==> src/rtl/fetch_queue.sv <==
// Instruction prefetch stage: owns the PC, issues one read per cycle to a synchronous-read
// instruction memory and buffers {instr, pc} pairs in a circular queue for Decode.
module fetch_queue #(
    parameter int unsigned DEPTH     = 4,
    parameter logic [31:0] RESET_PC  = 32'h0000_0000,
    parameter logic [31:0] NOP_INSTR = 32'h0000_0013
) (
    input  logic                     clk,
    input  logic                     rst_n,
    input  logic                     redirect,
    input  logic [31:0]              redirect_addr,
    output logic                     req_valid,
    output logic [31:0]              req_addr,
    input  logic [31:0]              rsp_instr,
    output logic                     out_valid,
    output logic [31:0]              out_instr,
    output logic [31:0]              out_pc,
    input  logic                     out_ready,
    output logic [$clog2(DEPTH):0]   occupancy
);

    localparam int unsigned PW = $clog2(DEPTH);
    localparam int unsigned CW = PW + 1;
    localparam int unsigned LW = CW + 1;
    localparam logic [LW-1:0] DEPTH_L = LW'(DEPTH);

    logic [31:0]   q_instr [DEPTH];
    logic [31:0]   q_pc    [DEPTH];

    logic [PW-1:0] rd_ptr_q, rd_ptr_d;
    logic [PW-1:0] wr_ptr_q, wr_ptr_d;
    logic [CW-1:0] count_q, count_d;
    logic [31:0]   fetch_pc_q, fetch_pc_d;
    logic [31:0]   inflight_pc_q, inflight_pc_d;
    logic          inflight_q, inflight_d;
    logic          drop_q, drop_d;

    logic          pop;
    logic          push;
    logic          issue;
    logic [LW-1:0] level;

    assign out_valid = (count_q != '0);
    assign out_instr = out_valid ? q_instr[rd_ptr_q] : NOP_INSTR;
    assign out_pc    = q_pc[rd_ptr_q];
    assign occupancy = count_q;

    assign pop  = out_valid & out_ready & ~redirect;
    assign push = inflight_q & ~drop_q & ~redirect;

    // Slots already committed (stored + in flight) after this cycle's pop; never underflows
    // because pop implies count_q >= 1.
    assign level = LW'(count_q) + LW'(inflight_q) - LW'(pop);
    assign issue = (level < DEPTH_L);

    // rst_n gating keeps the request quiet while reset is held.
    assign req_valid = rst_n & (redirect | issue);
    assign req_addr  = redirect ? redirect_addr : fetch_pc_q;

    always_comb begin
        rd_ptr_d      = rd_ptr_q;
        wr_ptr_d      = wr_ptr_q;
        count_d       = count_q;
        fetch_pc_d    = fetch_pc_q;
        inflight_d    = 1'b0;
        inflight_pc_d = inflight_pc_q;
        drop_d        = drop_q;
        if (redirect) begin
            rd_ptr_d      = '0;
            wr_ptr_d      = '0;
            count_d       = '0;
            fetch_pc_d    = redirect_addr + 32'd4;
            inflight_d    = 1'b1;
            inflight_pc_d = redirect_addr;
            drop_d        = 1'b0;
        end else begin
            if (push) wr_ptr_d = wr_ptr_q + PW'(1);
            if (pop)  rd_ptr_d = rd_ptr_q + PW'(1);
            count_d = count_q + CW'(push) - CW'(pop);
            if (issue) begin
                fetch_pc_d    = fetch_pc_q + 32'd4;
                inflight_d    = 1'b1;
                inflight_pc_d = fetch_pc_q;
            end
        end
    end

    always_ff @(posedge clk or negedge rst_n) begin
        if (!rst_n) begin
            rd_ptr_q      <= '0;
            wr_ptr_q      <= '0;
            count_q       <= '0;
            fetch_pc_q    <= RESET_PC;
            inflight_q    <= 1'b0;
            inflight_pc_q <= RESET_PC;
            drop_q        <= 1'b0;
        end else begin
            rd_ptr_q      <= rd_ptr_d;
            wr_ptr_q      <= wr_ptr_d;
            count_q       <= count_d;
            fetch_pc_q    <= fetch_pc_d;
            inflight_q    <= inflight_d;
            inflight_pc_q <= inflight_pc_d;
            drop_q        <= drop_d;
        end
    end

    // Storage needs no reset: entries are only visible while count_q covers them.
    always_ff @(posedge clk) begin
        if (push) begin
            q_instr[wr_ptr_q] <= rsp_instr;
            q_pc[wr_ptr_q]    <= inflight_pc_q;
        end
    end

endmodule

==> config.mk <==
export PLATFORM = sky130hd
export DESIGN_NAME = fetch_queue
export DESIGN_NICKNAME = d
export VERILOG_FILES = /design/src/rtl/fetch_queue.sv
export SDC_FILE = /design/constraint.sdc
export NUM_CORES = 1
export LEC_CHECK = 0
export ABC_CLOCK_PERIOD_IN_PS = 6200
export CORE_MARGIN = 3
export CORE_UTILIZATION = 60
export DETAILED_ROUTE_END_ITERATION = 10
export PLACE_DENSITY = 0.85
export SLEW_MARGIN = 20
export SYNTH_ARGS = -nofsm -noshare
export SYNTH_HDL_FRONTEND = slang
export SYNTH_SLANG_ARGS = --single-unit
==> constraint.sdc <==
create_clock -name clk -period 6.2 [get_ports clk]
set_clock_uncertainty 0.15 [all_clocks]
set_input_delay 1.24 -clock clk [delete_from_list [all_inputs] [get_ports clk]]
set_output_delay 1.24 -clock clk [all_outputs]
set_load 0.1 [all_outputs]
==> metrics.md <==
| Metric | Value |
|---|---|
| Critical path type | `flop to output pin` |
| FF-to-FF path depth | `9` |
| # resized after CTS | `0` |
| Final WL | `27000 um` |
| CP Capture Type | `output pin` |
| Die Ht | `~160 um` |
| Crit path max-delay cell type | `inv_1` |
| Hold Path Class | `flop to flop` |
| Core Util, Final | `0.753` |
| Part of the cycle the worst path needs | `0.826` |
| Clock Path Buffers | `3` |
| Critical-path maximum fanout | `32` |
| Post-synth EDFFs | `~260` |
| Antenna diodes | `0` |
| Initial DRC Count | `around 460` |
| Max_slew headroom | `0.280` |
| Cts hold-fix bufs | `0` |
| Wire length per cell | `between 20 and 25 um` |
| Status | `finished, final reports clean` |
| H-tree levels | `2` |
| First-pass GRT wire length | `between 40000 and 50000 um` |
| Largest delay share family, worst path | `simple AND/OR/NAND/NOR gates` |
| Critical Path, Cell by Cell | `nor3_1 > inv_1 > nand2_1 > or3_1 > ha_1 > a31o_2 > a221o_4 > and2_1 > buf_12` |
| RSZ-0062 raised after global routing | `no` |
| Async S/R FF share, synth | `0.220` |
| Post-route minimum period | `around 5100 ps` |
| Sequential share of the synthesized area | `0.708` |
| Largest net degree at the start of global routing | `between 80 and 90` |
| Total CTS buffers | `34` |
| Worst EP required | `4810 ps` |
| Hold Path Depth | `1` |
| Synthesis-stage register bit count | `between 300 and 400` |
| Syn Nets | `822` |
| Launch point of the worst reg-to-reg path | `occupancy[1]$_DFF_PN0_` |
| Final Net Count | `994` |
| Crit path DAT | `approximately 3700 ps` |
| Post-synthesis area per instance | `approximately 18 um^2` |
| Vias in the first global route | `7768` |
| Largest stage delay on the critical path | `~690 ps` |
| Layout area overhead | `22.9%` |
| Worst R2R End | `inflight_pc_q[4]$_DFFE_PN0P_` |
| CP startpoint | `occupancy[1]$_DFF_PN0_` |
| Total Neg Setup Slack | `0 ps` |
| Crit path to | `req_valid` |
| Largest area contributor in the netlist | `edfxtp_1` |
| Clk sinks | `about 330` |
| DR pass1 iterations | `5` |
| Cells after Synth | `about 750` |
| Vias per inst | `5.90` |
| Synth top area share | `0.573` |
| Initial Util | `0.612` |
| Worst setup SP type | `flop` |
| Clock-pin slew on the worst setup and hold paths | `around 60 ps` |
| Final setup violation count | `0` |
| Least-Margin Pin Slew | `1080 ps` |
| Top_reg_cell synth | `edfxtp_1` |
| Final GP Congestion | `0.805` |
| CORE AREA | `roughly 22000 um^2` |
| Die width | `roughly 160 um` |
| Tot GR Track Use | `0.232` |
| Hold Vio Cnt, Final | `0` |
| Die area | `24200 um^2` |
| CP bufs+invs | `2` |
| Ranking of synthesized cells by area | `edfxtp_1, dfrtp_1, mux4_2` |
| Maxcap violations | `0` |
| CTS tree | `yes` |
| Row cnt | `54` |
| # fillers | `1328` |
| Antenna Nets Post-Route | `0` |
| Layout cell share with drive strength beyond 1 | `0.208` |
| Non-Filler Instances | `around 1200` |
| Post-route DRC violation count | `0` |
| R2R Setup Slk | `~1900 ps` |
| Final slew viol count | `0` |
| I/O Pins | `~170` |
| Post-Syn Area | `13400 um^2` |
| Detail Placement HPWL | `roughly 17000 um` |
| Worst skew pair latency | `around 500 ps` |
| Initial antenna violation count | `0` |
| Setup bufs post-CTS | `0` |
| Number of distinct library cells after synthesis | `49` |
| Via count | `approximately 7200` |
| GRT overflow | `0` |
| Levels on crit path | `9` |
| YS warnings | `0` |
| CTS root buffer | `clkbuf_16` |
| DP Cell Count | `about 1200` |
| Port bufs | `around 170` |
| F_max | `195 MHz` |
-- final cells by class --
class	count	area [um^2]	area share
Clock inverter	12	110	0.00668
Timing Repair Buffer	173	1750	0.106
Sequential cell	328	9500	0.576
Clock buffer	50	1010	0.0616
Inverter	14	52.6	0.00319
Tap cell	280	350	0.0213
Multi-Input combinational cell	366	3710	0.225
-- sequential cells by signal (all words and copies together), names as in the netlist --
name,flops
q_instr,128
q_pc,128
fetch_pc_q,32
inflight_pc_q,32
occupancy,3
rd_ptr_q,2
wr_ptr_q,2
inflight_q,1
-- worst min-delay path by stage --
stage,to,slack [ps],startpoint
2_1_floorplan,q_pc[0][0]$_DFFE_PP_,320,inflight_pc_q[0]$_DFFE_PN0P_
3_3_place_gp,fetch_pc_q[0]$_DFFE_PN0P_,340,fetch_pc_q[0]$_DFFE_PN0P_
3_5_place_dp,fetch_pc_q[1]$_DFFE_PN0P_,350,fetch_pc_q[1]$_DFFE_PN0P_
4_1_cts,fetch_pc_q[1]$_DFFE_PN0P_,360,fetch_pc_q[1]$_DFFE_PN0P_
5_1_grt,fetch_pc_q[2]$_DFFE_PN0P_,380,fetch_pc_q[2]$_DFFE_PN0P_
6_report,fetch_pc_q[1]$_DFFE_PN0P_,360,fetch_pc_q[1]$_DFFE_PN0P_
-- cell usage in the layout (no fill, tap or decap), types with 3 or more instances in the layout --
cell | synthesis | routed
clkdlybuf4s50_1 | 0 | 165
or2_2 | 3 | 3
nand3_1 | 14 | 14
buf_4 | 0 | 4
nand2_1 | 22 | 22
and2_4 | 0 | 4
a21oi_1 | 27 | 27
nor2b_1 | 4 | 4
mux2_2 | 62 | 62
nand4_1 | 5 | 5
clkinv_2 | 0 | 3
mux4_2 | 64 | 64
nand4b_1 | 5 | 5
edfxtp_1 | 256 | 256
clkinv_1 | 0 | 5
o21ai_0 | 5 | 5
nor2_1 | 37 | 37
nor3_1 | 4 | 4
clkbuf_8 | 0 | 4
dfrtp_1 | 72 | 70
clkbuf_1 | 13 | 9
ha_1 | 8 | 8
xnor2_1 | 16 | 16
mux2i_1 | 5 | 5
xor2_1 | 17 | 17
and2_1 | 38 | 34
nand2b_1 | 3 | 3
clkbuf_16 | 0 | 37
buf_12 | 0 | 3
inv_1 | 14 | 14
-- cell families after synthesis --
logic type	share of synthesized area
AOI/OAI and AO/OA	0.0226
DFF	0.708
adders and majority gates	0.00896
xor gates and xnor gates	0.0216
muxes	0.163
buffers and inverters	0.0173
and+or+nand+nor	0.0585
-- worst register-to-register path, cell delays in order (launching register included) --
cell	delay, ps
dfrtp_1	440
nor3_1	130
inv_1	690
nand2_1	240
or3_1	400
ha_1	310
a311oi_1	410
a221o_4	230
buf_4	720
mux2_2	500
-- Yosys cell counts (2+ instances only) --
cell,count
inv_1,14
a21oi_1,27
nand4_1,5
nand2b_1,3
buf_6,3
buf_2,14
edfxtp_1,256
and2_1,38
nand2_1,22
nor2b_1,4
nand3_1,14
nor2_1,37
dfrtp_1,72
xnor2_1,16
ha_1,8
clkbuf_1,13
mux2i_1,5
nor3_1,4
a31oi_1,2
xor2_1,17
nand3b_1,2
mux2_2,62
o21ai_0,5
and3_1,2
nand4b_1,5
buf_1,7
or2_2,3
mux4_2,64
-- per-layer routing --
metal / GRT usage / vias to the layer above / share of wire
met5: 0 / - / 0
met4: 0.0604 / 0 / 0.016
met3: 0.0526 / 31 / 0.076
met2: 0.389 / 254 / 0.51
met1: 0.313 / 3692 / 0.40
li1: - / 3238 / -
-- per-stage QoR --
stage | setup WS (ps) | cell area, um^2 | hold slack [ps]
after detailed placement | 1240 | 15400 | 350
after floorplan | 513 | 13400 | 322
final | 1080 | 16500 | 361
after global routing | 733 | 16500 | 383
after global placement | 1270 | 15400 | 337
after CTS | 1030 | 16500 | 364
Power is not shown: default switching activity piles up to over one toggle a cycle in this logic, so the estimate is an artifact.
